**src/rtl/tlul_arb_wrr.sv**
```systemverilog
// Weighted round-robin arbiter for the TL-UL M:1 request path, with per-host outstanding throttling.
// Define TLUL_ARB_OST_LIMIT_EN to build the outstanding counters, the MaxOst limit and ostd_err_o.
module tlul_arb_wrr #(
    parameter int unsigned      N       = 2,
    parameter int unsigned      DW      = 32,
    parameter logic [N*4-1:0]   Weights = {N{4'h1}},
    parameter int unsigned      MaxOst  = 4,
    parameter int unsigned      IW      = $clog2(N)
) (
    input  logic            clk_i,
    input  logic            rst_i,
    input  logic [N-1:0]    req_i,
    input  logic [N*DW-1:0] data_i,
    output logic [N-1:0]    gnt_o,
    output logic [IW-1:0]   idx_o,
    output logic            valid_o,
    output logic [DW-1:0]   data_o,
    input  logic            ready_i,
    input  logic            rsp_done_i,
    input  logic [IW-1:0]   rsp_idx_i,
    output logic            ostd_err_o
);

    localparam int unsigned CW = 4;
    localparam int unsigned SW = IW + 1;

    logic [IW-1:0] cur;
    logic [CW-1:0] credit;
    logic [N-1:0]  elig;
    logic [IW-1:0] sel;
    logic [IW-1:0] scan_sel;
    logic [SW-1:0] cand;
    logic          found;
    logic          keep;
    logic          accept;
    logic [CW-1:0] wsel;
    logic [CW-1:0] credit_load;

`ifdef TLUL_ARB_OST_LIMIT_EN
    logic [CW-1:0] ost [N];
    logic          err;
    logic [N-1:0]  inc;
    logic [N-1:0]  dec;
    logic          idx_ok;

    always_comb begin
        elig = '0;
        for (int i = 0; i < N; i++) begin
            elig[i] = req_i[i] && (ost[i] < CW'(MaxOst));
        end
    end

    // Per-host accept/response strobes; an index matching no host is an error.
    always_comb begin
        inc    = '0;
        dec    = '0;
        idx_ok = 1'b0;
        for (int i = 0; i < N; i++) begin
            inc[i] = accept && (sel == IW'(i));
            dec[i] = rsp_done_i && (rsp_idx_i == IW'(i));
            if (rsp_idx_i == IW'(i)) begin
                idx_ok = 1'b1;
            end
        end
    end

    always_ff @(posedge clk_i or posedge rst_i) begin
        if (rst_i) begin
            for (int i = 0; i < N; i++) begin
                ost[i] <= '0;
            end
            err <= 1'b0;
        end else begin
            for (int i = 0; i < N; i++) begin
                if (inc[i] && !dec[i]) begin
                    ost[i] <= ost[i] + CW'(1);
                end else if (dec[i] && !inc[i]) begin
                    if (ost[i] == '0) begin
                        err <= 1'b1;
                    end else begin
                        ost[i] <= ost[i] - CW'(1);
                    end
                end
            end
            if (rsp_done_i && !idx_ok) begin
                err <= 1'b1;
            end
        end
    end

    assign ostd_err_o = err;
`else
    logic unused_rsp;

    assign elig       = req_i;
    assign unused_rsp = ^{rsp_done_i, rsp_idx_i};
    assign ostd_err_o = 1'b0;
`endif

    // Rotating scan starting after the last winner, with the winner itself checked last.
    always_comb begin
        scan_sel = cur;
        found    = 1'b0;
        cand     = '0;
        for (int k = 1; k <= N; k++) begin
            cand = {1'b0, cur} + SW'(k);
            if (cand >= SW'(N)) begin
                cand = cand - SW'(N);
            end
            if (!found && elig[cand[IW-1:0]]) begin
                scan_sel = cand[IW-1:0];
                found    = 1'b1;
            end
        end
    end

    assign keep    = (credit != '0) && elig[cur];
    assign sel     = keep ? cur : scan_sel;
    assign valid_o = |elig;
    assign accept  = valid_o && ready_i;
    assign idx_o   = valid_o ? sel : '0;

    always_comb begin
        gnt_o  = '0;
        data_o = '0;
        wsel   = CW'(1);
        for (int i = 0; i < N; i++) begin
            if (sel == IW'(i)) begin
                gnt_o[i] = accept;
                wsel     = Weights[i*4 +: 4];
                if (valid_o) begin
                    data_o = data_i[i*DW +: DW];
                end
            end
        end
        credit_load = (wsel == '0) ? '0 : wsel - CW'(1);
    end

    always_ff @(posedge clk_i or posedge rst_i) begin
        if (rst_i) begin
            cur    <= IW'(N - 1);
            credit <= '0;
        end else if (accept) begin
            if ((sel == cur) && (credit != '0)) begin
                credit <= credit - CW'(1);
            end else begin
                cur    <= sel;
                credit <= credit_load;
            end
        end
    end

endmodule

```
**config.mk**
```make
export PLATFORM = sky130hd
export DESIGN_NAME = tlul_arb_wrr
export DESIGN_NICKNAME = d
export VERILOG_FILES = /design/src/rtl/tlul_arb_wrr.sv
export SDC_FILE = /design/constraint.sdc
export NUM_CORES = 1
export LEC_CHECK = 0
export CORE_MARGIN = 2
export CORE_UTILIZATION = 27
export DETAILED_ROUTE_END_ITERATION = 16
export GPL_TIMING_DRIVEN = 0
export MAX_ROUTING_LAYER = met4
export PLACE_DENSITY = 0.92
export SLEW_MARGIN = 5
export SYNTH_ARGS = -nofsm -noshare
export SYNTH_HDL_FRONTEND = slang
export SYNTH_SLANG_ARGS = --single-unit
```
**constraint.sdc**
```tcl
create_clock -name clk_i -period 2.5 [get_ports clk_i]
set_input_delay 0.25 -clock clk_i [delete_from_list [all_inputs] [get_ports clk_i]]
set_output_delay 0.25 -clock clk_i [all_outputs]
set_load 0.01 [all_outputs]
```
* Word-level counts from Yosys, hierarchy flattened
Cells that the tools add are included.
Cells by class: muxes and demuxes 20, $lt $le $gt $ge 5, reduce and logical (&&, ||, !) cells 8, $mul 0, add/subtract/negate cells 5, bitwise logic cells 1, divide/modulo/power cells 0, shifts and indexed selects 0, equal/unequal tests 1
Operator list (number):
- $mux 32 | 4
- $mux 1 | 15
- $lt 1x2->1 const B | 3
- $ge 2x2->1 const B | 2
- $logic_and 1x1->1 | 4
- $mux 4 | 1
- $reduce_bool 4->1 | 1
- $sub 4x1->4 const B | 1
- $add 1x1->2 const B | 1
- $add 1x2->2 const B | 1
- $reduce_and 2->1 | 1
- $reduce_or 2->1 | 1
- $sub 1x1->1 const B | 2
- $eq 1x1->1 | 1
- $logic_not 1->1 | 1
- $not 1->1 | 1
Word-level totals: bits in latches 0, output and inout bits 37, word-level logic and storage cells 42, bits in registers 5, input port bits 71, RAM bits 0, memories 0, ROM bits 0

* Depth between registers and ports, before layout
Gate-level depths: netlist (run 1).
word-level depth 14, gate-level depth with buffers 6, mapped depth without buffers 5

* Worst setup path after synthesis (run 1)
No wires, ideal clock.
kind register to output, from register credit[0], to output data_o[0], path buffers 1, cell stages (with the launch flop) 7, setup slack 0.598 ns, required time 2.250 ns, arrival time 1.652 ns, cells stage by stage dfrtp_1 > inv_1 > ha_1 > nor3b_4 > mux2i_1 > buf_2 > o22ai_1
On the way: word-level cells in the longest chain between the ends 6
RTL lines:
- from (decl) | RTL line 28 | logic [CW-1:0] credit;
- from (signal assigned) | RTL line 145 | credit <= credit - CW'(1);
- from (signal assigned) | RTL line 148 | credit <= credit_load;
- $reduce_bool 4->1 * | RTL line 117 | assign keep = (credit != '0) && elig[cur];
- $logic_and 1x1->1 * | RTL line 117
- $mux 1 * | RTL line 118 | assign sel = keep ? cur : scan_sel;
- $mux 32 | RTL line 128 | if (sel == IW'(i)) begin
- $mux 32 | RTL line 131 | if (valid_o) begin
- $mux 32 * | RTL line 128
- to (decl) | RTL line 17 | output logic [DW-1:0] data_o,
Mark *: on every way between the ends. The rest lies on a longest branch, timed or not.

* Worst setup path in the final report (run 1)
from register credit[0], to output data_o[11]
Same word-level chain as after synthesis.

==> results.py, run 1 <==
metrics = {
    "die": {
        "die_w_um": 61.4,
        "design.core.area_mm2": 0.00310,
        "io_pins": 108,
        "start_util": 0.287,
        "die_area_mm2": 0.00377,
        "rows": 20,
        "fp.dieH_um": 61.4,
    },
    "yosys": {
        "netlist_instances": 157,
        "synth_nets": 229,
        "ys_warn_count": 0,
        "ys_seq_elements": 5,
        "synth_edf_count": 0,
        "synthDistinctLibCells": 30,
        "syn_area_um2": 890,
        "yosysTopAreaCellShare": 0.295,
        "synth_area_per_cell_um2": 5.67,
        "synthArstFlopShare": 1.00,
        "synth_seq_area_share": 0.142,
        "synth_flop_cell": "dfrtp_1",
        "synthTopCellsByArea": "nand2_1 30%, o22ai_1 23%, dfrtp_1 11%",
        "synth_top_area_cell": "nand2_1",
    },
    "cts": {
        "ctsHoldBuffers": 0,
        "clk_latency_ns": 0.25,
        "cts_made_buffers": 3,
        "clkTransAtPathRegs_ns": 0.05,
        "clk_path_buf_depth": 2,
        "clockRootBuffer": "clkbuf_4",
        "cts_tree": "done",
        "clock_sinks": 5,
        "ctsHtreeMaxLevel": 1,
    },
    "power": {
        "power_density_mw_per_mm2": 756,
        "seq_power_share": 0.111,
        "power_mw": 1.67,
        "internal_power_mw": 0.979,
        "switching_power_mw": 0.688,
        "switching_share": 0.413,
        "p_leak_nw": 1.02,
        "combPwrFrac": 0.831,
        "pwr-share-clk": 0.058,
        "ir_drop_mv": 0.381,
    },
    "placed_design": {
        "hpwl_um": 3060,
        "gp_congestion": 0.813,
        "io_buffers": 104,
    },
    "status": {
        "violations": "setup timing",
        "status": "finished, violations left",
    },
    "detailed_routing": {
        "drcViolationCount": 0,
        "drtPass1Iterations": 4,
        "drtIter0Drc": 92,
        "wl_per_cell_um": 13.7,
        "vias_per_cell": 4.98,
        "num_vias": 1594,
        "postRouteWirelength_um": 4380,
        "ant_nets": 0,
    },
    "layout": {
        "area_delta_synth_final_pct": 148,
        "fin_util": 0.711,
        "nets": 349,
        "diodes": 0,
        "drive_gt1_frac": 0.109,
    },
    "global_routing": {
        "grt_pass1_wl_um": 5660,
        "grt_overflow": 0,
        "grtUsageTotal": 0.202,
        "grt_max_degree": 11,
        "first_global_vias": 1357,
        "antenna_found_initial": 0,
    },
    "setup_path": {
        "rr_worst_depth": 7,
        "crit_arrival_ns": 2.46,
        "crit_type": "flop to primary output",
        "start_kind": "flop",
        "rr_startpoint": "credit[0]",
        "reg2reg_to": "credit[3]",
        "rrSetupSlack_ns": 0.88,
        "cp_max_fo": 10,
        "crit_required_ns": 2.25,
        "critPathCaptureType": "primary output",
    },
    "sta": {
        "worstMarginPinSlew_ns": 0.571,
        "grt_setup_unrepaired": "yes",
        "period_needed_ns": 2.71,
        "setup_viol": 22,
        "hold_violations": 0,
        "fmax_mhz": 369,
        "slew_viol_final": 0,
        "setup_ws_ns": -0.211,
        "fin_crit_sh": 1.08,
        "clock_skew_ns": 0.00288,
        "max-slew-margin-rel": 0.616,
    },
    "min_path": {
        "holdCritPathClass": "input pin to async pin",
    },
    "flow_run": {
        "maxCapViolations": 0,
    },
}
-- worst max-delay path by stage --
| stage | start | end | slack (ns) | depth (start not counted) |
|---|---|---|---|---|
| finish | credit[0] | data_o[11] | -0.21 | 9 |
| CTS | credit[0] | data_o[15] | -0.17 | 8 |
| detailed placement | credit[0] | data_o[23] | -0.21 | 7 |
| global placement | credit[0] | data_o[30] | -0.18 | 7 |
| floorplan | credit[0] | data_o[0] | 0.60 | 6 |
| global route | req_i[0] | data_o[18] | -0.29 | 6 |
-- sequential cells by signal, summed over array words and instances (netlist names) --
name / flops
cur: 1
credit: 4
-- stage by stage --
stage | instances | hold slack, ns | cell area (um2) | TNS, ns | worst slack (ns)
after global routing | 320 | 0.230 | 2210 | -5.74 | -0.292
after CTS | 312 | 0.215 | 2070 | -4.18 | -0.170
after detailed placement | 305 | 0.471 | 1990 | -5.75 | -0.214
after global placement | 305 | 0.465 | 1990 | -5.02 | -0.180
after floorplan | 157 | 0.0278 | 890 | 0 | 0.598
final | 320 | 0.214 | 2210 | -3.63 | -0.211
-- cell families after synthesis --
| group | count (synthesis) | synth area share |
|---|---|---|
| AOI/OAI and AO/OA | 43 | 0.312 |
| adders and majority gates | 1 | 0.0141 |
| buffers and inverters | 22 | 0.105 |
| DFF | 5 | 0.142 |
| muxes | 2 | 0.0225 |
| other | 1 | 0.00422 |
| and+or+nand+nor | 83 | 0.399 |
-- area by class of cell --
cell class / count / area, um2
multi-input cells: 130 / 697
repair buffers: 115 / 1170
plain buffers: 15 / 104
flip-flops and latches: 5 / 126
clock buffers: 4 / 26.3
inverters: 7 / 26.3
fillers: 267 / 897
well taps: 44 / 55.1
-- power groups by stage --
stage	clock, mW	sequential (mW)	combinational (mW)
global placement	0	0.176	1.05
floorplan	0	0.167	0.550
global route	0.107	0.191	1.48
CTS	0.0991	0.179	1.19
detailed placement	0	0.180	1.07
finish	0.0965	0.185	1.39
-- routing by layer --
metal | GRT usage | part of all wire
met5 | - | 0
met4 | 0.0274 | 0.017
met3 | 0.0546 | 0.088
met2 | 0.366 | 0.50
met1 | 0.227 | 0.39
-- timing repair --
action / in CTS / in global routing
cloned: 0 / 2
gates resized for setup: 16 / 24
endpoints found under the hold margin: 0 / 0
setup endpoints to repair: 35 / 35
setup buffers: 3 / 6
-- cells in the final DEF (no fill, tap or decap), types with 2 or more instances in the layout --
cell type,instances
buf_4,8
buf_6,9
clkbuf_1,7
clkbuf_2,2
clkbuf_4,3
clkdlybuf4s15_1,2
clkdlybuf4s50_1,91
dfrtp_1,4
dlygate4sd2_1,2
dlymetal6s2s_1,9
inv_1,7
mux2i_4,2
nand2_1,70
nand2b_1,2
nor2_1,2
o21ai_0,4
o22ai_1,32
-- cell usage after synthesis (2+ instances only) --
master and count:
o22ai_1 32, nand2_1 70, inv_1 7, nand2b_1 2, mux2i_1 2, buf_2 6, nor2_1 2, clkbuf_1 8
dfrtp_1 4, o21ai_0 4
-- critical path: stages (launching register included) --
cell	delay, ns
dfrtp_1	0.41
inv_1	0.07
ha_2	0.20
nor3b_4	0.15
buf_6	0.14
mux2i_4	0.19
buf_12	0.14
buf_6	0.13
o22ai_1	0.21
clkdlybuf4s50_1	0.57
Note: power is estimated with default switching activity, not from simulation.
==> inputs of run 2 (changes only) <==
--- a/config.mk
+++ b/config.mk
@@ -5,7 +5,7 @@
 export SDC_FILE = /design/constraint.sdc
 export NUM_CORES = 1
 export LEC_CHECK = 0
-export CORE_MARGIN = 2
+export CORE_MARGIN = 10
 export CORE_UTILIZATION = 27
 export DETAILED_ROUTE_END_ITERATION = 16
 export GPL_TIMING_DRIVEN = 0
==> run 2 against run 1 <==
  * The flow now finishes without violations
  * Clock power about the same
  * Maximum frequency up 12%
  * Clock skew down 0.00076 ns
  * Via count down 5.5%
  * Worst setup slack better by 0.29 ns
  * Non-clock buffer count down 4
  * Final area down 5.6%
  * Total power down 13%
  * Critical path type unchanged
  * Critical endpoint is now data_o[29]
==> results.py, run 2 (synthesis results as in run 1) <==
metrics = {
    "detailed_routing": {
        "num_vias": 1506,
        "drcViolationCount": 0,
        "wl_per_cell_um": 15.2,
        "ant_nets": 0,
        "vias_per_cell": 4.77,
        "drtPass1Iterations": 4,
        "drtIter0Drc": 60,
        "postRouteWirelength_um": 4810,
    },
    "setup_path": {
        "path_cells": "inv_1 > ha_2 > nor3b_4 > buf_6 > mux2i_4 > buf_4 > o22ai_1 > dlygate4sd2_1",
        "crit_family": "buffers and inverters",
        "cp_num_buf_inv": 4,
        "crit_required_ns": 2.25,
        "critPathCaptureType": "primary output",
        "crit_arrival_ns": 2.17,
        "max_stage_delay_ns": 0.40,
        "start_kind": "flop",
        "critPathSlowestCell": "dfrtp_1",
        "crit_type": "flop to primary output",
        "cp_max_fo": 10,
    },
    "placed_design": {
        "hpwl_um": 3850,
        "gp_congestion": 0.834,
        "post-place-ws_ns": -0.231,
        "io_buffers": 104,
    },
    "global_routing": {
        "first_global_vias": 1572,
        "grt_max_degree": 11,
        "grt_overflow": 0,
        "antenna_found_initial": 0,
        "grt_pass1_wl_um": 7540,
        "grtUsageTotal": 0.156,
    },
    "power": {
        "p_leak_nw": 0.966,
        "switching_share": 0.441,
        "internal_power_mw": 0.812,
        "ir_drop_mv": 0.286,
        "seq_power_share": 0.123,
        "combPwrFrac": 0.810,
        "switching_power_mw": 0.642,
        "power_density_mw_per_mm2": 698,
        "pwr-share-clk": 0.066,
    },
    "cts": {
        "ctsHoldBuffers": 0,
        "cts_tree": "done",
        "clock_sinks": 5,
        "clkTransAtPathRegs_ns": 0.04,
        "clockRootBuffer": "clkbuf_4",
        "cts_made_buffers": 3,
        "ctsHtreeMaxLevel": 1,
        "clk_latency_ns": 0.25,
        "clk_path_buf_depth": 2,
    },
    "status": {
        "status": "completed",
    },
    "sta": {
        "period_needed_ns": 2.42,
        "finalSetupTns_ns": 0,
        "clock_skew_ns": 0.00212,
        "setup_ws_ns": 0.0768,
        "slew_viol_final": 0,
        "hold_ws_ns": 0.207,
        "grt_setup_unrepaired": "yes",
        "hold_violations": 0,
        "setup_viol": 0,
        "worstMarginPinSlew_ns": 0.503,
        "max-slew-margin-rel": 0.661,
        "fmax_mhz": 413,
        "fin_crit_sh": 0.969,
    },
    "layout": {
        "nets": 345,
        "mostFrequentLayoutCells": "70 x nand2_1, 69 x clkdlybuf4s50_1, 32 x o22ai_1",
        "drive_gt1_frac": 0.103,
        "layout_commonest_cell": "nand2_1",
        "diodes": 0,
        "largest-register": "credit",
        "fill_cells": 308,
        "reg.largest.list": "credit (4), cur (1)",
        "largest_reg_flops": 4,
        "area_delta_synth_final_pct": 134,
    },
    "die": {
        "rows": 20,
        "die_area_mm2": 0.00599,
        "design.core.area_mm2": 0.00310,
        "die_w_um": 77.4,
        "io_pins": 108,
        "fp.dieH_um": 77.4,
        "start_util": 0.287,
    },
    "flow_run": {
        "maxCapViolations": 0,
    },
    "min_path": {
        "holdCritPathClass": "input pin to async pin",
    },
}
==> run 2: cell types whose count changed in the layout (fill, tap and decap cells not counted), sizes merged <==
cell / before / now
dlygate4sd2: 2 / 31
clkdlybuf4s50: 91 / 69
dlymetal6s2s: 9 / 1
buf: 18 / 14
clkbuf: 12 / 14
clkdlybuf4s15: 2 / 1
==> run 2: final timing paths <==
path                       cells after the start          to       from  slack [ns]
setup / recovery                               8  data_o[29]  credit[0]        0.08
hold / removal                                 2   credit[2]      rst_i        0.21
setup reg to reg                               7   credit[1]  credit[0]        0.94
hold reg to reg                                1   credit[0]  credit[0]        0.53
max in group asynchronous                      2         cur      rst_i        2.04
min in group clk_i                             1   credit[0]  credit[0]        0.53
==> run 2: cell type report <==
| cell class | count | area [um2] | area share |
|---|---|---|---|
| buffer | 15 | 100 | 0.0480 |
| clock buffer | 4 | 26.3 | 0.0126 |
| inverter | 7 | 26.3 | 0.0126 |
| multi-input combinational | 130 | 697 | 0.335 |
| sequential | 5 | 126 | 0.0607 |
| tap | 44 | 55.1 | 0.0264 |
| timing repair buffer | 111 | 1050 | 0.505 |
==> run 2: stage by stage <==
stage	utilization	cells	cell area (um2)	power, mW
6_report	0.671	316	2080	1.45
5_1_grt	0.671	316	2080	1.58
2_1_floorplan	-	157	890	0.717
4_1_cts	0.666	313	2070	1.42
3_5_place_dp	0.640	305	1990	1.26
3_3_place_gp	0.640	305	1990	1.24
==> run 2: metal layers <==
| metal | vias up | routed length, um | global-route usage |
|---|---|---|---|
| met5 | - | 0 | - |
| met4 | 0 | 61 | 0.0401 |
| met3 | 7 | 245 | 0.0392 |
| met2 | 73 | 2350 | 0.278 |
| met1 | 652 | 2150 | 0.168 |
| li1 | 774 | - | - |
==> run 2: timing repair <==
action,4_1_cts,5_1_grt
gates resized for setup,54,5
setup endpoints to repair,35,30
setup buffers,4,2
cloned,0,1
==> run 2: power by group through the flow <==
stage | combinational, mW | clock (mW) | sequential [mW]
final | 1.18 | 0.0964 | 0.179
after global routing | 1.29 | 0.107 | 0.186
after CTS | 1.15 | 0.0992 | 0.178
after detailed placement | 1.08 | 0 | 0.178
after global placement | 1.07 | 0 | 0.177
after floorplan | 0.550 | 0 | 0.167
==> run 2: worst reg2reg max path, cell delays in order (launching register included) <==
cell,delay [ns]
dfrtp_1,0.39
inv_1,0.06
ha_2,0.19
nor3b_4,0.15
buf_6,0.14
buf_4,0.14
a211o_1,0.26
o21ai_0,0.16
==> inputs of run 3 (changes only) <==
--- a/config.mk
+++ b/config.mk
@@ -7,6 +7,7 @@
 export LEC_CHECK = 0
 export CORE_MARGIN = 10
 export CORE_UTILIZATION = 27
+export CTS_BUF_LIST = sky130_fd_sc_hd__clkbuf_4 sky130_fd_sc_hd__clkbuf_8
 export DETAILED_ROUTE_END_ITERATION = 16
 export GPL_TIMING_DRIVEN = 0
 export MAX_ROUTING_LAYER = met4
==> run 3 against run 2 <==
  * Routed wire length is 0.73% lower
  * Via count hardly changed
  * Clock-buffer cell count stayed put
  * Final area is 0.18% higher
  * Hold slack better by 0.0037 ns
  * Final cell count stayed put
  * Total power is 0.65% higher
  * Combinational power hardly changed
  * Worst setup slack better by 0.0019 ns
  * Critical path type unchanged
  * Critical endpoint unchanged
  * Largest power group unchanged
==> results.py, run 3 (synthesis results as in run 1) <==
metrics = {
    "cts": {
        "clock_sinks": 5,
        "clk_path_buf_depth": 2,
        "cts_tree": "done",
        "clockRootBuffer": "clkbuf_4",
        "ctsHtreeMaxLevel": 1,
        "ctsHoldBuffers": 0,
        "clk_latency_ns": 0.25,
        "cts_made_buffers": 3,
        "clkTransAtPathRegs_ns": 0.04,
    },
    "detailed_routing": {
        "postRouteWirelength_um": 4780,
        "highest_layer": "met4",
        "wl_met1_um": 2180,
        "vias_per_cell": 4.76,
        "num_vias": 1505,
        "dr_wl_met2_um": 2290,
        "drcViolationCount": 0,
        "ant_nets": 0,
        "drtPass1Iterations": 4,
        "drtIter0Drc": 58,
        "wl_per_cell_um": 15.1,
        "wl_met3_um": 242,
    },
    "placed_design": {
        "post_dp_cell_area_mm2": 0.00199,
        "io_buffers": 104,
        "gp_congestion": 0.834,
        "post-place-ws_ns": -0.231,
        "hpwl_um": 3850,
    },
    "sta": {
        "max-slew-margin-rel": 0.657,
        "fin_crit_sh": 0.969,
        "hold_violations": 0,
        "worstMarginPinSlew_ns": 0.509,
        "hold_ws_ns": 0.210,
        "slew_viol_final": 0,
        "grt_setup_unrepaired": "yes",
        "period_needed_ns": 2.42,
        "fmax_mhz": 413,
        "setup_viol": 0,
        "setup_ws_ns": 0.0787,
        "clock_skew_ns": 0.00182,
    },
    "layout": {
        "mostFrequentLayoutCells": "70 x nand2_1, 69 x clkdlybuf4s50_1, 32 x o22ai_1",
        "largest_reg_flops": 4,
        "drive_gt1_frac": 0.107,
        "reg.largest.list": "credit (4), cur (1)",
        "final_area_mm2": 0.00209,
        "seq_area_um2": 126,
        "fin_util": 0.673,
        "nets": 345,
        "largest-register": "credit",
        "diodes": 0,
        "layout_commonest_cell": "nand2_1",
        "multi_input_comb_area_um2": 697,
        "fill_cells": 307,
        "area_delta_synth_final_pct": 135,
    },
    "die": {
        "io_pins": 108,
        "die_area_mm2": 0.00599,
        "die_w_um": 77.4,
        "fp.dieH_um": 77.4,
        "start_util": 0.287,
        "design.core.area_mm2": 0.00310,
        "rows": 20,
    },
    "global_routing": {
        "grt_overflow": 0,
        "first_global_vias": 1554,
        "grt_pass1_wl_um": 7440,
        "grtUsageTotal": 0.153,
        "antenna_found_initial": 0,
        "grt_max_degree": 11,
    },
    "power": {
        "power_density_mw_per_mm2": 701,
        "ir_drop_mv": 0.286,
        "power_mw": 1.46,
        "p_leak_nw": 0.970,
    },
    "setup_path": {
        "max_stage_delay_ns": 0.40,
        "path_cells": "inv_1 > ha_2 > nor3b_4 > buf_6 > mux2i_4 > buf_4 > o22ai_1 > dlygate4sd2_1",
        "critPathSlowestCell": "dfrtp_1",
        "crit_arrival_ns": 2.17,
        "crit_required_ns": 2.25,
        "crit_type": "flop to primary output",
        "cp_max_fo": 10,
        "critPathCaptureType": "primary output",
        "start_kind": "flop",
    },
    "min_path": {
        "holdCritPathClass": "input pin to async pin",
    },
    "status": {
        "status": "completed",
    },
    "flow_run": {
        "maxCapViolations": 0,
    },
}
## run 3: routing by layer
| layer | global-route usage | up-vias |
|---|---|---|
| met5 | - | - |
| met4 | 0.0401 | 0 |
| met3 | 0.0380 | 7 |
| met2 | 0.269 | 73 |
| met1 | 0.169 | 652 |
| li1 | - | 773 |
## run 3: layout make-up
type | count | area share
Sequential cell | 5 | 0.0606
Buffer | 15 | 0.0480
Tap cell | 44 | 0.0264
Timing Repair Buffer | 111 | 0.504
Multi-Input combinational cell | 130 | 0.334
Inverter | 7 | 0.0126
Clock buffer | 4 | 0.0144
## run 3: metrics by stage
| step | setup TNS, ns | instances |
|---|---|---|
| final | 0 | 316 |
| after global routing | -0.614 | 316 |
| after CTS | 0 | 313 |
| after detailed placement | -6.55 | 305 |
| after global placement | -5.97 | 305 |
| after floorplan | 0 | 157 |
## run 3: path summary, 6_finish.rpt
check | startpoint | endpoint | slack, ns | cells after the start
max | credit[0] | data_o[29] | 0.08 | 8
min | rst_i | credit[2] | 0.21 | 2
max reg2reg | credit[0] | credit[1] | 0.94 | 7
min reg2reg | credit[0] | credit[0] | 0.53 | 1
max in group asynchronous | rst_i | cur | 2.04 | 2
min in group clk_i | credit[0] | credit[0] | 0.53 | 1
## run 3: worst max-delay path, delay by kind of cell (launching register included)
family                     cells  cell delay [ns]
and+or+nand+nor                1             0.18
DFF                            1             0.40
muxes                          1             0.31
buffers and inverters          4             0.75
adders and majority gates      1             0.18
AOI/OAI and AO/OA              1             0.10
## run 3: power breakdown
part           leakage, nW  switching, mW  total, mW  internal, mW
combinational        0.890          0.552       1.18         0.626
sequential          0.0614         0.0535      0.179         0.126
clock               0.0184         0.0354      0.107        0.0713
## run 3: repair_timing
action | CTS | global route
endpoints found under the setup margin | 35 | 30
buffers inserted | 4 | 2
cloned | 0 | 1
gates resized for setup | 54 | 5
